===== config.mk =====
export PLATFORM = sky130hd
export DESIGN_NAME = dcache_tag_ctrl_flat
export DESIGN_NICKNAME = d
export VERILOG_FILES = /design/src/rtl/dcache_tag_pkg.sv /design/src/rtl/dcache_tag_ctrl_if.sv /design/src/rtl/dcache_tag_sweep.sv /design/src/rtl/dcache_tag_ctrl.sv /design/src/flat_wrapper.sv
export SDC_FILE = /design/constraint.sdc
export NUM_CORES = 1
export LEC_CHECK = 0
export ABC_AREA = 1
export BUFFER_PORTS_ARGS = -buffer_cell sky130_fd_sc_hd__buf_4
export CORE_UTILIZATION = 46
export CTS_CLUSTER_DIAMETER = 100
export DETAILED_ROUTE_END_ITERATION = 8
export PLACE_DENSITY = 0.81
export SLEW_MARGIN = 20
export SYNTH_ARGS = -nofsm -noshare
export SYNTH_HDL_FRONTEND = slang
export SYNTH_SLANG_ARGS = --single-unit

===== constraint.sdc =====
create_clock -name clk_i -period 1.74 [get_ports clk_i]
set_input_delay 0.087 -clock clk_i [delete_from_list [all_inputs] [get_ports clk_i]]
set_output_delay 0.087 -clock clk_i [all_outputs]
set_load 0.02 [all_outputs]

===== src/rtl/dcache_tag_pkg.sv =====
// rtl/dcache_tag_pkg.sv - shared widths, tag entry layout and controller states
package dcache_tag_pkg;

  localparam int TAG_W   = 24;
  localparam int IDX_W   = 5;
  localparam int ENTRY_W = 26;

  typedef struct packed {
    logic             valid;
    logic             dirty;
    logic [TAG_W-1:0] tag;
  } tag_entry_t;

  typedef enum logic [1:0] {
    ST_INIT  = 2'd0,
    ST_RUN   = 2'd1,
    ST_FLUSH = 2'd2
  } state_e;

endpackage


===== src/rtl/dcache_tag_ctrl_if.sv =====
// rtl/dcache_tag_ctrl_if.sv - tag SRAM port bundle (write port 0, read port 1)
interface dcache_tag_ctrl_if;
  import dcache_tag_pkg::*;

  logic               ram_csb0;
  logic [IDX_W-1:0]   ram_addr0;
  logic [ENTRY_W-1:0] ram_din0;
  logic               ram_csb1;
  logic [IDX_W-1:0]   ram_addr1;
  logic [ENTRY_W-1:0] ram_dout1;

  modport master (
    output ram_csb0, ram_addr0, ram_din0, ram_csb1, ram_addr1,
    input  ram_dout1
  );

  modport slave (
    input  ram_csb0, ram_addr0, ram_din0, ram_csb1, ram_addr1,
    output ram_dout1
  );

endinterface


===== src/rtl/dcache_tag_sweep.sv =====
// rtl/dcache_tag_sweep.sv - index counter shared by the reset and flush invalidate sweeps
module dcache_tag_sweep
  import dcache_tag_pkg::*;
(
  input  logic             clk_i,
  input  logic             rst_ni,
  input  logic             start_i,
  input  logic             en_i,
  output logic [IDX_W-1:0] idx_o,
  output logic             done_o
);

  logic [IDX_W-1:0] cnt_q;

  assign idx_o  = cnt_q;
  assign done_o = (cnt_q == {IDX_W{1'b1}});

  // Wraps to 0 only on the last index, which is also the cycle the sweep exits.
  always_ff @(posedge clk_i or negedge rst_ni) begin
    if (!rst_ni) begin
      cnt_q <= '0;
    end else if (start_i) begin
      cnt_q <= '0;
    end else if (en_i) begin
      cnt_q <= done_o ? '0 : cnt_q + {{(IDX_W-1){1'b0}}, 1'b1};
    end
  end

endmodule


===== src/rtl/dcache_tag_ctrl.sv =====
// rtl/dcache_tag_ctrl.sv - dcache tag SRAM controller: lookup/compare, fill writes, invalidate sweeps
// DCACHE_TAG_BYPASS_EN: forward same-cycle write data to a same-index lookup instead of stalling it.
module dcache_tag_ctrl
  import dcache_tag_pkg::*;
(
  input  logic              clk_i,
  input  logic              rst_ni,
  input  logic              lk_valid_i,
  output logic              lk_ready_o,
  input  logic [31:0]       lk_addr_i,
  output logic              rsp_valid_o,
  output logic              rsp_hit_o,
  output logic              rsp_dirty_o,
  output logic [TAG_W-1:0]  rsp_tag_o,
  input  logic              wr_valid_i,
  output logic              wr_ready_o,
  input  logic [IDX_W-1:0]  wr_idx_i,
  input  logic              wr_valid_bit_i,
  input  logic              wr_dirty_i,
  input  logic [TAG_W-1:0]  wr_tag_i,
  input  logic              flush_i,
  output logic              busy_o,
  output logic              flush_done_o,
  dcache_tag_ctrl_if.master ram
);

  localparam logic [1:0] S_INIT  = ST_INIT;
  localparam logic [1:0] S_RUN   = ST_RUN;
  localparam logic [1:0] S_FLUSH = ST_FLUSH;

  logic [1:0]       state_q, state_d;
  logic             run, sweeping, sweep_start, sweep_done;
  logic [IDX_W-1:0] sweep_idx, lk_idx;
  logic [TAG_W-1:0] lk_tag;
  logic             conflict, byp, lk_fire, wr_fire;
  tag_entry_t       wr_ent, rd_ent;

  logic             p_valid_q, p_byp_q;
  logic [TAG_W-1:0] p_tag_q;
  tag_entry_t       p_ent_q;
  logic             rsp_valid_q, rsp_hit_q, rsp_dirty_q, flush_done_q;
  logic [TAG_W-1:0] rsp_tag_q;
  logic             unused_addr_lo;

  assign lk_idx         = lk_addr_i[IDX_W+2:3];
  assign lk_tag         = lk_addr_i[31:32-TAG_W];
  assign unused_addr_lo = ^lk_addr_i[2:0];

  assign run         = (state_q == S_RUN);
  assign sweeping    = !run;
  assign sweep_start = run && flush_i;
  assign conflict    = wr_valid_i && (wr_idx_i == lk_idx);

`ifdef DCACHE_TAG_BYPASS_EN
  assign lk_ready_o = run;
  assign byp        = conflict;
`else
  assign lk_ready_o = run && !conflict;
  assign byp        = 1'b0;
`endif

  assign wr_ready_o = run;
  assign lk_fire    = lk_valid_i && lk_ready_o;
  assign wr_fire    = wr_valid_i && run;
  assign wr_ent     = '{valid: wr_valid_bit_i, dirty: wr_dirty_i, tag: wr_tag_i};

  assign ram.ram_csb0  = !(sweeping || wr_fire);
  assign ram.ram_addr0 = sweeping ? sweep_idx : (wr_fire ? wr_idx_i : '0);
  assign ram.ram_din0  = (!sweeping && wr_fire) ? wr_ent : '0;
  // A forwarded lookup leaves the read port idle so it never collides with the write.
  assign ram.ram_csb1  = !(lk_fire && !byp);
  assign ram.ram_addr1 = (lk_fire && !byp) ? lk_idx : '0;

  dcache_tag_sweep u_sweep (
    .clk_i   (clk_i),
    .rst_ni  (rst_ni),
    .start_i (sweep_start),
    .en_i    (sweeping),
    .idx_o   (sweep_idx),
    .done_o  (sweep_done)
  );

  always_comb begin
    state_d = state_q;
    case (state_q)
      S_INIT:  if (sweep_done) state_d = S_RUN;
      S_RUN:   if (flush_i) state_d = S_FLUSH;
      S_FLUSH: if (sweep_done) state_d = S_RUN;
      default: state_d = S_INIT;
    endcase
  end

  assign rd_ent = p_byp_q ? p_ent_q : tag_entry_t'(ram.ram_dout1);

  always_ff @(posedge clk_i or negedge rst_ni) begin
    if (!rst_ni) begin
      state_q      <= S_INIT;
      flush_done_q <= 1'b0;
    end else begin
      state_q      <= state_d;
      flush_done_q <= (state_q == S_FLUSH) && sweep_done;
    end
  end

  // Stage 1 holds the request while the SRAM reads; stage 2 registers the compare.
  always_ff @(posedge clk_i or negedge rst_ni) begin
    if (!rst_ni) begin
      p_valid_q   <= 1'b0;
      p_byp_q     <= 1'b0;
      p_tag_q     <= '0;
      p_ent_q     <= '0;
      rsp_valid_q <= 1'b0;
      rsp_hit_q   <= 1'b0;
      rsp_dirty_q <= 1'b0;
      rsp_tag_q   <= '0;
    end else begin
      p_valid_q   <= lk_fire;
      rsp_valid_q <= p_valid_q;
      if (lk_fire) begin
        p_byp_q <= byp;
        p_tag_q <= lk_tag;
        p_ent_q <= wr_ent;
      end
      if (p_valid_q) begin
        rsp_hit_q   <= rd_ent.valid && (rd_ent.tag == p_tag_q);
        rsp_dirty_q <= rd_ent.dirty;
        rsp_tag_q   <= rd_ent.tag;
      end
    end
  end

  assign rsp_valid_o  = rsp_valid_q;
  assign rsp_hit_o    = rsp_hit_q;
  assign rsp_dirty_o  = rsp_dirty_q;
  assign rsp_tag_o    = rsp_tag_q;
  assign busy_o       = sweeping;
  assign flush_done_o = flush_done_q;

endmodule


===== src/flat_wrapper.sv =====
// flat-port wrapper written by rule: the top's interface ports become plain ports
module dcache_tag_ctrl_flat import dcache_tag_pkg::*;
  (clk_i, rst_ni, lk_valid_i, lk_ready_o, lk_addr_i, rsp_valid_o, rsp_hit_o, rsp_dirty_o, rsp_tag_o, wr_valid_i, wr_ready_o, wr_idx_i, wr_valid_bit_i, wr_dirty_i, wr_tag_i, flush_i, busy_o, flush_done_o, ram_ram_csb0, ram_ram_addr0, ram_ram_din0, ram_ram_csb1, ram_ram_addr1, ram_ram_dout1);
  dcache_tag_ctrl_if ram_i ();
  input  logic clk_i;
  input  logic rst_ni;
  input  logic lk_valid_i;
  output logic lk_ready_o;
  input  logic [31:0] lk_addr_i;
  output logic rsp_valid_o;
  output logic rsp_hit_o;
  output logic rsp_dirty_o;
  output logic [TAG_W-1:0] rsp_tag_o;
  input  logic wr_valid_i;
  output logic wr_ready_o;
  input  logic [IDX_W-1:0] wr_idx_i;
  input  logic wr_valid_bit_i;
  input  logic wr_dirty_i;
  input  logic [TAG_W-1:0] wr_tag_i;
  input  logic flush_i;
  output logic busy_o;
  output logic flush_done_o;
  output wire logic [$bits(ram_i.ram_csb0)-1:0] ram_ram_csb0;
  output wire logic [$bits(ram_i.ram_addr0)-1:0] ram_ram_addr0;
  output wire logic [$bits(ram_i.ram_din0)-1:0] ram_ram_din0;
  output wire logic [$bits(ram_i.ram_csb1)-1:0] ram_ram_csb1;
  output wire logic [$bits(ram_i.ram_addr1)-1:0] ram_ram_addr1;
  input wire logic [$bits(ram_i.ram_dout1)-1:0] ram_ram_dout1;
  assign ram_ram_csb0 = ram_i.ram_csb0;
  assign ram_ram_addr0 = ram_i.ram_addr0;
  assign ram_ram_din0 = ram_i.ram_din0;
  assign ram_ram_csb1 = ram_i.ram_csb1;
  assign ram_ram_addr1 = ram_i.ram_addr1;
  assign ram_i.ram_dout1 = ram_ram_dout1;
  dcache_tag_ctrl u_core (.clk_i(clk_i), .rst_ni(rst_ni), .lk_valid_i(lk_valid_i), .lk_ready_o(lk_ready_o), .lk_addr_i(lk_addr_i), .rsp_valid_o(rsp_valid_o), .rsp_hit_o(rsp_hit_o), .rsp_dirty_o(rsp_dirty_o), .rsp_tag_o(rsp_tag_o), .wr_valid_i(wr_valid_i), .wr_ready_o(wr_ready_o), .wr_idx_i(wr_idx_i), .wr_valid_bit_i(wr_valid_bit_i), .wr_dirty_i(wr_dirty_i), .wr_tag_i(wr_tag_i), .flush_i(flush_i), .busy_o(busy_o), .flush_done_o(flush_done_o), .ram(ram_i));
endmodule

**Yosys cells after proc, flatten, opt, wreduce, memory -nomap -nowiden**

Index checks and enable logic that the tools add are counted.

- Equality and inequality tests: 8
- Add/sub/neg operators: 1
- Reductions and logical operators: 16
- Multiplexer cells: 10

Operators by type and width:

| cell | count |
|---|---|
| $mux W5 | 6 |
| $mux W26 | 1 |
| $eq A24 B24 Y1 | 1 |
| $logic_and A1 B1 Y1 | 8 |
| $add A5 B1 Y5 const B | 1 |
| $eq A5 B5 Y1 | 1 |
| $eq A5 B5 Y1 const B | 1 |
| $logic_not A1 Y1 | 4 |
| $mux W2 | 2 |
| $ne A2 B2 Y1 const B | 2 |
| $pmux W2 S2 | 1 |
| $eq A2 B1 Y1 const B | 1 |
| $eq A2 B2 Y1 const B | 1 |
| $logic_not A2 Y1 | 1 |
| $ne A2 B1 Y1 const B | 1 |
| $reduce_and A2 Y1 | 1 |
| $reduce_or A2 Y1 | 1 |
| $logic_or A1 B1 Y1 | 1 |

- Word-level logic and storage cells: 44
- Flip-flop bits (word level): 60
- Bits of input ports: 94
- Output and inout port bits: 69

**Depth between registers and ports, before layout**

Gate-level depths: netlist (run 1).

- Depth after elaboration: 6
- Gate-level depth with buffers: 10

**Modules after synthesis**

From an unflattened synthesis (run 1), not the netlist that was laid out.

- Cell total of the unflattened synthesis: 480
- Area, all modules: 3,410.8 um^2

By module, submodules not included:

| module | sequential area each (um^2) | cells an instance | area an instance (um^2) | times used |
|---|---|---|---|---|
| dcache_tag_ctrl | 1,376.3 | 441 | 3,121.7 | 1 |
| dcache_tag_sweep | 125.1 | 39 | 289.0 | 1 |

**Least setup slack after synthesis (run 1)**

Ideal clock, no wire load.

- Path kind: flip-flop to output port
- Start: reg u_core.state_q[1]
- End: out ram_ram_addr0[1]
- Path slack: 0.416 ns
- Arrival: 1.237 ns
- Stages on the path, launching flop included: 5
- Buffers on the path: 1
- Data required time: 1.653 ns
- Cells stage by stage: dfrtp_1 -> nor2_4 -> nand2_1 -> clkbuf_1 -> o22ai_1

- Longest elaborated chain between the ends: 4

RTL lines:

| what | RTL line | source |
|---|---|---|
| start, declared | dcache_tag_ctrl.sv:31 | `logic [1:0] state_q, state_d;` |
| start signal, assigned | dcache_tag_ctrl.sv:100 | `state_q <= state_d;` |
| $eq A2 B1 Y1 (*) | dcache_tag_ctrl.sv:49 | `assign run = (state_q == S_RUN);` |
| $logic_and A1 B1 Y1 | dcache_tag_ctrl.sv:64 | `assign wr_fire = wr_valid_i && run;` |
| $mux W5 | dcache_tag_ctrl.sv:68 | `assign ram.ram_addr0 = sweeping ? sweep_idx : (wr_fire ? wr_idx_i : '0);` |
| $mux W5 (*) | dcache_tag_ctrl.sv:68 |  |
| end, declared | flat_wrapper.sv:24 | `output wire logic [$bits(ram_i.ram_addr0)-1:0] ram_ram_addr0;` |

Every way passes the cells marked *; elsewhere a longest branch is shown, timed or not.

**Worst setup path after layout (run 1)**

- Start: reg u_core.state_q[0]
- End: out ram_ram_addr0[3]

Same word-level chain as after synthesis.

==> results of run 1 <==
-- routing by layer --
layer	GRT usage	vias to the layer above	part of all wire
met5	0	-	0
met4	0.07576	0	0.013
met3	0.06352	12	0.064
met2	0.4640	127	0.51
met1	0.2955	1570	0.41
li1	-	1747	-
-- worst max-delay path: stages, from the launching register on --
cell and delay [ps]:
dfrtp_1 360, inv_2 50, nor2_4 180, buf_12 140, nand2_1 60, buf_6 170
o22ai_1 120, buf_4 160
-- path summary, 6_finish.rpt --
check,from,to,slack [ps],cells after the start
worst max-delay path,u_core.state_q[0],ram_ram_addr0[3],60,7
worst min-delay path,lk_addr_i[28],u_core.p_tag_q[20],10,3
worst max register to register,u_core.u_sweep.idx_o[0],u_core.u_sweep.idx_o[0],320,7
worst min register to register,u_core.rsp_tag_o[1],u_core.rsp_tag_o[1],470,2
max in group asynchronous,rst_ni,u_core.rsp_tag_o[16],870,2
min in group asynchronous,rst_ni,u_core.rsp_tag_o[0],370,2
-- per-stage QoR --
stage	hold WS [ps]	cell area, um2	setup slack, ps
after detailed placement	199.7	4484	254.9
after CTS	0.4935	4876	-71.74
final	14.38	4966	63.87
after floorplan	-208.6	3214	415.9
after global routing	10.36	4966	-7.998
after global placement	201.1	4484	284.8
-- cell families after synthesis --
family / after synthesis
compound gates: 34
xor+xnor: 9
fa+ha+maj: 2
buf+inv: 103
flops: 60
simple gates: 245
-- layout by cell type (no fill, tap or decap), drive strengths merged --
cell,netlist,layout
a21oi,2,2
buf,10,177
clkbuf,9,11
clkinv,0,2
clkinvlp,0,3
dfrtp,60,60
dlygate4sd3,0,20
ha,2,2
inv,84,84
nand2,161,161
nand3,7,7
nand4,25,25
nor2,50,50
nor3,1,1
o21ai,27,27
o22ai,3,3
o31ai,1,1
o32ai,1,1
or2,1,1
xnor2,7,7
xor2,2,2
-- power by group --
| part | internal [mW] | total, mW | switching (mW) |
|---|---|---|---|
| Combinational | 0.786 | 1.69 | 0.901 |
| Sequential | 1.70 | 1.90 | 0.208 |
| Clock | 0.594 | 1.16 | 0.569 |
-- final cells by class --
class,instances,area (um2)
Fill cell,525,1790
Timing Repair Buffer,197,1545
Sequential cell,60,1501
Multi-Input combinational cell,290,1316
Inverter,84,315.3
Clock buffer,11,151.4
Tap cell,80,100.1
Clock inverter,5,36.28
-- repair_timing --
action / in CTS / in global routing
buffers inserted: 0 / 8
hold buffers: 20 / 0
endpoints found under the setup margin: 35 / 36
gates cloned: 0 / 0
pin swaps: 0 / 1
resized for setup: 1 / 6
endpoints found under the hold margin: 79 / 0
-- flip-flops by register name (all words and copies together), names as in the netlist --
signal and flops:
u_core.rsp_tag_o 24, u_core.state_q 2, u_core.rsp_valid_o 1, u_core.rsp_hit_o 1
u_core.p_tag_q 24, u_core.p_valid_q 1, u_core.u_sweep.idx_o 5, u_core.flush_done_o 1
u_core.rsp_dirty_o 1
==> run_results.csv, run 1 <==
group,metric,value,unit
grt,grt_pass1_vias,3381,
synthesis,synth.cells.most_frequent,"161 x nand2_1, 82 x inv_1, 60 x dfrtp_1, 49 x nor2_1, 25 x nand4_1",
sta,slew_headroom,0.4948,
synthesis,syn-num-nets,549,
sta,finalHoldViolCount,0,
synthesis,syn_avg_cell_area,7.096,um2
die,core,0.006756,mm2
cts,h-tree-depth,3,
routing,num_vias,3456,
die,dieArea,0.007326,mm2
synthesis,ys_ff_latch,60,
grt,antenna_found_initial,0,
worst_setup_path,endpoint_kind,"output pin",
synthesis,ys_top_cells_by_area,"dfrtp_1 47%, nand2_1 19%, inv_1 9.6%, nor2_1 5.7%, nand4_1 4.9%",
routing,finalWirelength,9189,um
die,ios,163,
layout,fin_nets,738,
sta,period_share,0.9633,
placement,io_buffers,159,
synthesis,synth_top_area_cell,"dfrtp_1",
synthesis,synth.area.mux_share,0,
synthesis,synth_edf_count,0,
placement,place.gp.congestion,0.8462,
layout,area_delta_synth_final,54.50,%
die,initial_core_util,0.4757,
pwr,power.leakage,2.888,nW
placement,placed_cells,683,
layout,instances_no_fill,727,
routing,wl_per_cell,12.64,um
cts,cts_tree,"done",
layout,final_util,0.7350,
routing,drc_errors,0,
sta,setup_viol,0,
placement,hpwl,6672,um
synthesis,yosysWarnings,0,
pwr,power.density,957.1,mW/mm2
synthesis,synth_compound_area_frac,0.05605,
synthesis,synth-xor-area-share,0.02452,
die,rows,30,
routing,dr.pass1.iters,4,
synthesis,synth_area,0.003214,mm2
synthesis,synth_most_common_cell,"nand2_1",
worst_setup_path,worst-path-max-fanout,30,
die,die_h,85.59,um
die,die_w,85.59,um
sta,tightest_slew,757.7,ps
synthesis,synth_top_family_by_area,"simple AND/OR/NAND/NOR gates",
synthesis,synthArstFlopShare,1.000,
sta,finalMaxSlewViolations,0,
sta,fin_skew,13.32,ps
pwr,total_power,4.753,mW
grt,grt_pass1_wl,14790,um
cts,cts.clk_slew.worst_paths,80,ps
worst_setup_path,cp.required,1650,ps
worst_setup_path,start_kind,"register",
synthesis,netlist.area_leader.share,0.4671,
grt,grtUsageTotal,0.2548,
cts,clkLatencyLatePin,330,ps
synthesis,ys_seq_area_frac,0.4671,
synthesis,ys.flop_type,"dfrtp_1",
min_path,hp-class,"input port to register",
pwr,vdd_drop_max,590.8,uV
synthesis,synth_fa_ha_area_frac,0.007785,
synthesis,synthSimpleGateAreaFrac,0.3157,
cts,numCtsBuffers,9,
synthesis,synth.distinct_cells,24,
sta,max_freq,596.6,MHz
worst_setup_path,cp.arrival,1590,ps
cts,cts.sinks,60,
sta,fin_crit,1676,ps
routing,drt_iter0_drc,167,
worst_setup_path,path_class,"register to output pin",
cts,clockBufferDepth,2,
cts,ctsRootBufferMaster,"clkbuf_8",
synthesis,syn_inst,453,
flow_run,maxCapViolCount,0,
routing,ant_nets,0,
sta,totalNegativeSetupSlack,0,ps
layout,antenna-diode-count,0,
grt,grt_max_degree,61,
grt,gr-total-overflow,0,
layout,drive_above_1_share,0.3107,
routing,avgViaCountPerCell,4.754,
run_status,outcome,"complete, no violations",
No activity file was read; power rests on OpenSTA's default activity.
==> run 2: changes to the inputs <==
Settings changed: ABC_AREA 1 to default, CORE_UTILIZATION 46 to 44, PLACE_DENSITY 0.81 to 0.8.
==> run_results.csv, run 2 <==
group,metric,value,unit
run_status,outcome,"complete, no violations",
grt,antenna_found_initial,0,
worst_setup_path,cp-endpoint,"ram_ram_addr0[3]",
worst_setup_path,r2r_cells,6,
pwr,power.density,1363,mW/mm2
placement,place.gp.congestion,0.8361,
routing,drt_iter0_drc,62,
worst_setup_path,path_class,"register to output pin",
routing,num_vias,2700,
sta,fin_skew,6.814,ps
routing,finalWirelength,8754,um
routing,ant_nets,0,
sta,tightest_slew,752.0,ps
worst_setup_path,rrSetupSlack,210,ps
worst_setup_path,crit_start,"u_core.state_q[1]",
pwr,vdd_drop_max,982.8,uV
die,die_w,83.47,um
synthesis,synth_top_area_cell,"dfrtp_1",
pwr,power.leakage,2.523,nW
synthesis,yosysWarnings,0,
synthesis,synth.cells.most_frequent,"60 x dfrtp_1, 47 x mux2_2, 27 x and3_1, 17 x xnor2_1, 15 x nand2_1",
die,initial_core_util,0.4573,
routing,wl_per_cell,16.36,um
layout,ff_latch_area,0.001501,mm2
worst_setup_path,cp.required,1650,ps
synthesis,netlist.area_leader.share,0.5141,
synthesis,synth_most_common_cell,"dfrtp_1",
cts,cts_tree,"done",
die,die_h,83.47,um
routing,drc_errors,0,
layout,fin_nets,549,
layout,drive_above_1_share,0.5022,
min_path,hp-class,"input port to register",
worst_setup_path,worst-path-max-fanout,22,
sta,rsz0062_at_grt,"yes",
layout,area_delta_synth_final,66.92,%
placement,dpl_worst_slack,58.72,ps
routing,dr.pass1.iters,4,
sta,finalHoldViolCount,0,
cts,cts.clk_slew.worst_paths,70,ps
synthesis,syn-num-nets,342,
synthesis,ys_ff_latch,60,
synthesis,ys.flop_type,"dfrtp_1",
placement,place_area,0.004214,mm2
flow_run,maxCapViolCount,0,
cts,numCtsBuffers,9,
placement,hpwl,5790,um
sta,finalMaxSlewViolations,0,
grt,grt_pass1_wl,14030,um
cts,cts.sinks,60,
synthesis,syn_avg_cell_area,11.87,um2
synthesis,ys_seq_area_frac,0.5141,
routing,avgViaCountPerCell,5.047,
die,core,0.006386,mm2
die,rows,29,
grt,grt_max_degree,61,
sta,fin_crit,1694,ps
worst_setup_path,reg2reg_to,"u_core.u_sweep.idx_o[2]",
layout,nFillCells,402,
layout,final_common_cell,"buf_4",
worst_setup_path,endpoint_kind,"output pin",
worst_setup_path,start_kind,"register",
sta,slew_headroom,0.4987,
sta,max_freq,590.3,MHz
grt,grtUsageTotal,0.2611,
synthesis,synthArstFlopShare,1.000,
worst_setup_path,r2r-start,"u_core.u_sweep.idx_o[0]",
cts,ctsRootBufferMaster,"clkbuf_8",
grt,grt_pass1_vias,2843,
die,ios,163,
sta,setup_viol,0,
layout,multiInputGateArea,0.001316,mm2
layout,antenna-diode-count,0,
sta,period_share,0.9737,
layout,fin_area,0.004875,mm2
worst_setup_path,cp.arrival,1610,ps
synthesis,synth_edf_count,0,
synthesis,synth_area,0.002920,mm2
synthesis,synth.distinct_cells,26,
cts,clockBufferDepth,2,
placement,io_buffers,159,
synthesis,ys_top_cells_by_area,"dfrtp_1 51%, mux2_2 18%, and3_1 5.8%, xnor2_1 5.1%, xor2_1 3.9%",
sta,layout_setup_ws,45.83,ps
synthesis,syn_inst,246,
layout,layout_common_cells,"165 x buf_4, 60 x dfrtp_1, 47 x mux2_2, 43 x dlygate4sd3_1, 27 x and3_1",
cts,h-tree-depth,3,
grt,gr-total-overflow,0,
die,dieArea,0.006967,mm2
cts,clkLatencyLatePin,330,ps
[run 2: changes by cell type in the layout (fill, tap and decap cells not counted), sizes merged, moves of 11 or more]
| cell | delta |
|---|---|
| dlygate4sd3 | +23 |
| and3 | +27 |
| mux2 | +50 |
| nand4 | -21 |
| inv | -75 |
| xor2 | +11 |
| nand2 | -146 |
| o21ai | -25 |
| nor2 | -40 |
[run 2: stage by stage]
stage / total power, mW / util / cells / hold WS, ps / TNS, ps
floorplan: 4.015 / - / 246 / -208.6 / 0
global placement: 5.029 / 0.6599 / 475 / 198.6 / 0
detailed placement: 5.136 / 0.6599 / 475 / 200.7 / 0
CTS: 6.616 / 0.7621 / 534 / 2.226 / 0
global route: 6.990 / 0.7633 / 535 / 13.63 / -90.63
finish: 6.642 / 0.7633 / 535 / 14.22 / 0
[run 2: report_power, final]
group / switching [mW] / internal (mW) / leakage (nW)
registers: 0.451 / 2.05 / 0.747
clock network: 0.527 / 0.844 / 0.107
logic: 1.30 / 1.47 / 1.67
[run 2: worst max-delay path, cell delays in order, from the launching register on]
cell and delay, ps:
dfrtp_1 420, nor2b_4 210, buf_4 250, nand3_1 140, nand2_1 110, buf_4 140
[run 2: how the worst min path moves through the flow]
stage | endpoint | from | cells past startpoint | slack (ps)
6_report | u_core.rsp_tag_o[12] | ram_ram_dout1[12] | 2 | 10
5_1_grt | u_core.rsp_tag_o[12] | ram_ram_dout1[12] | 2 | 10
4_1_cts | u_core.rsp_tag_o[0] | ram_ram_dout1[0] | 2 | 2
3_5_place_dp | u_core.rsp_tag_o[16] | rst_ni | 1 | 200
3_3_place_gp | u_core.rsp_tag_o[19] | rst_ni | 1 | 200
2_1_floorplan | u_core.flush_done_o | rst_ni | 0 | -210
[run 2: logic make-up (layout without fill, tap and decap cells)]
group / Yosys count / count (layout) / synth area share
simple gates: 74 / 74 / 0.1341
flops: 60 / 60 / 0.5141
mux: 50 / 50 / 0.1928
xor+xnor: 30 / 30 / 0.08997
buf+inv: 23 / 235 / 0.03770
compound gates: 7 / 7 / 0.02271
fa+ha+maj: 2 / 2 / 0.008568
[run 2: repair_timing]
action / CTS / global route
hold endpoints to repair: 103 / 0
setup endpoints to repair: 26 / 7
resized for setup: 1 / 0
buffers inserted: 0 / 1
hold buffers: 43 / 0
[run 2: area by class of cell]
| class | count | area share |
|---|---|---|
| repair buffers | 210 | 0.3506 |
| flip-flops and latches | 60 | 0.3080 |
| multi-input cells | 163 | 0.2700 |
| clock buffers | 12 | 0.02977 |
| well taps | 77 | 0.01976 |
| clock inverters | 4 | 0.01489 |
| inverters | 9 | 0.006930 |
[run 2: per-layer routing]
metal	track usage	up-vias	wire (um)
li1	-	1259	-
met1	0.3089	1295	3431
met2	0.4717	132	4563
met3	0.05045	14	611
met4	0.09399	0	148
met5	0	-	0
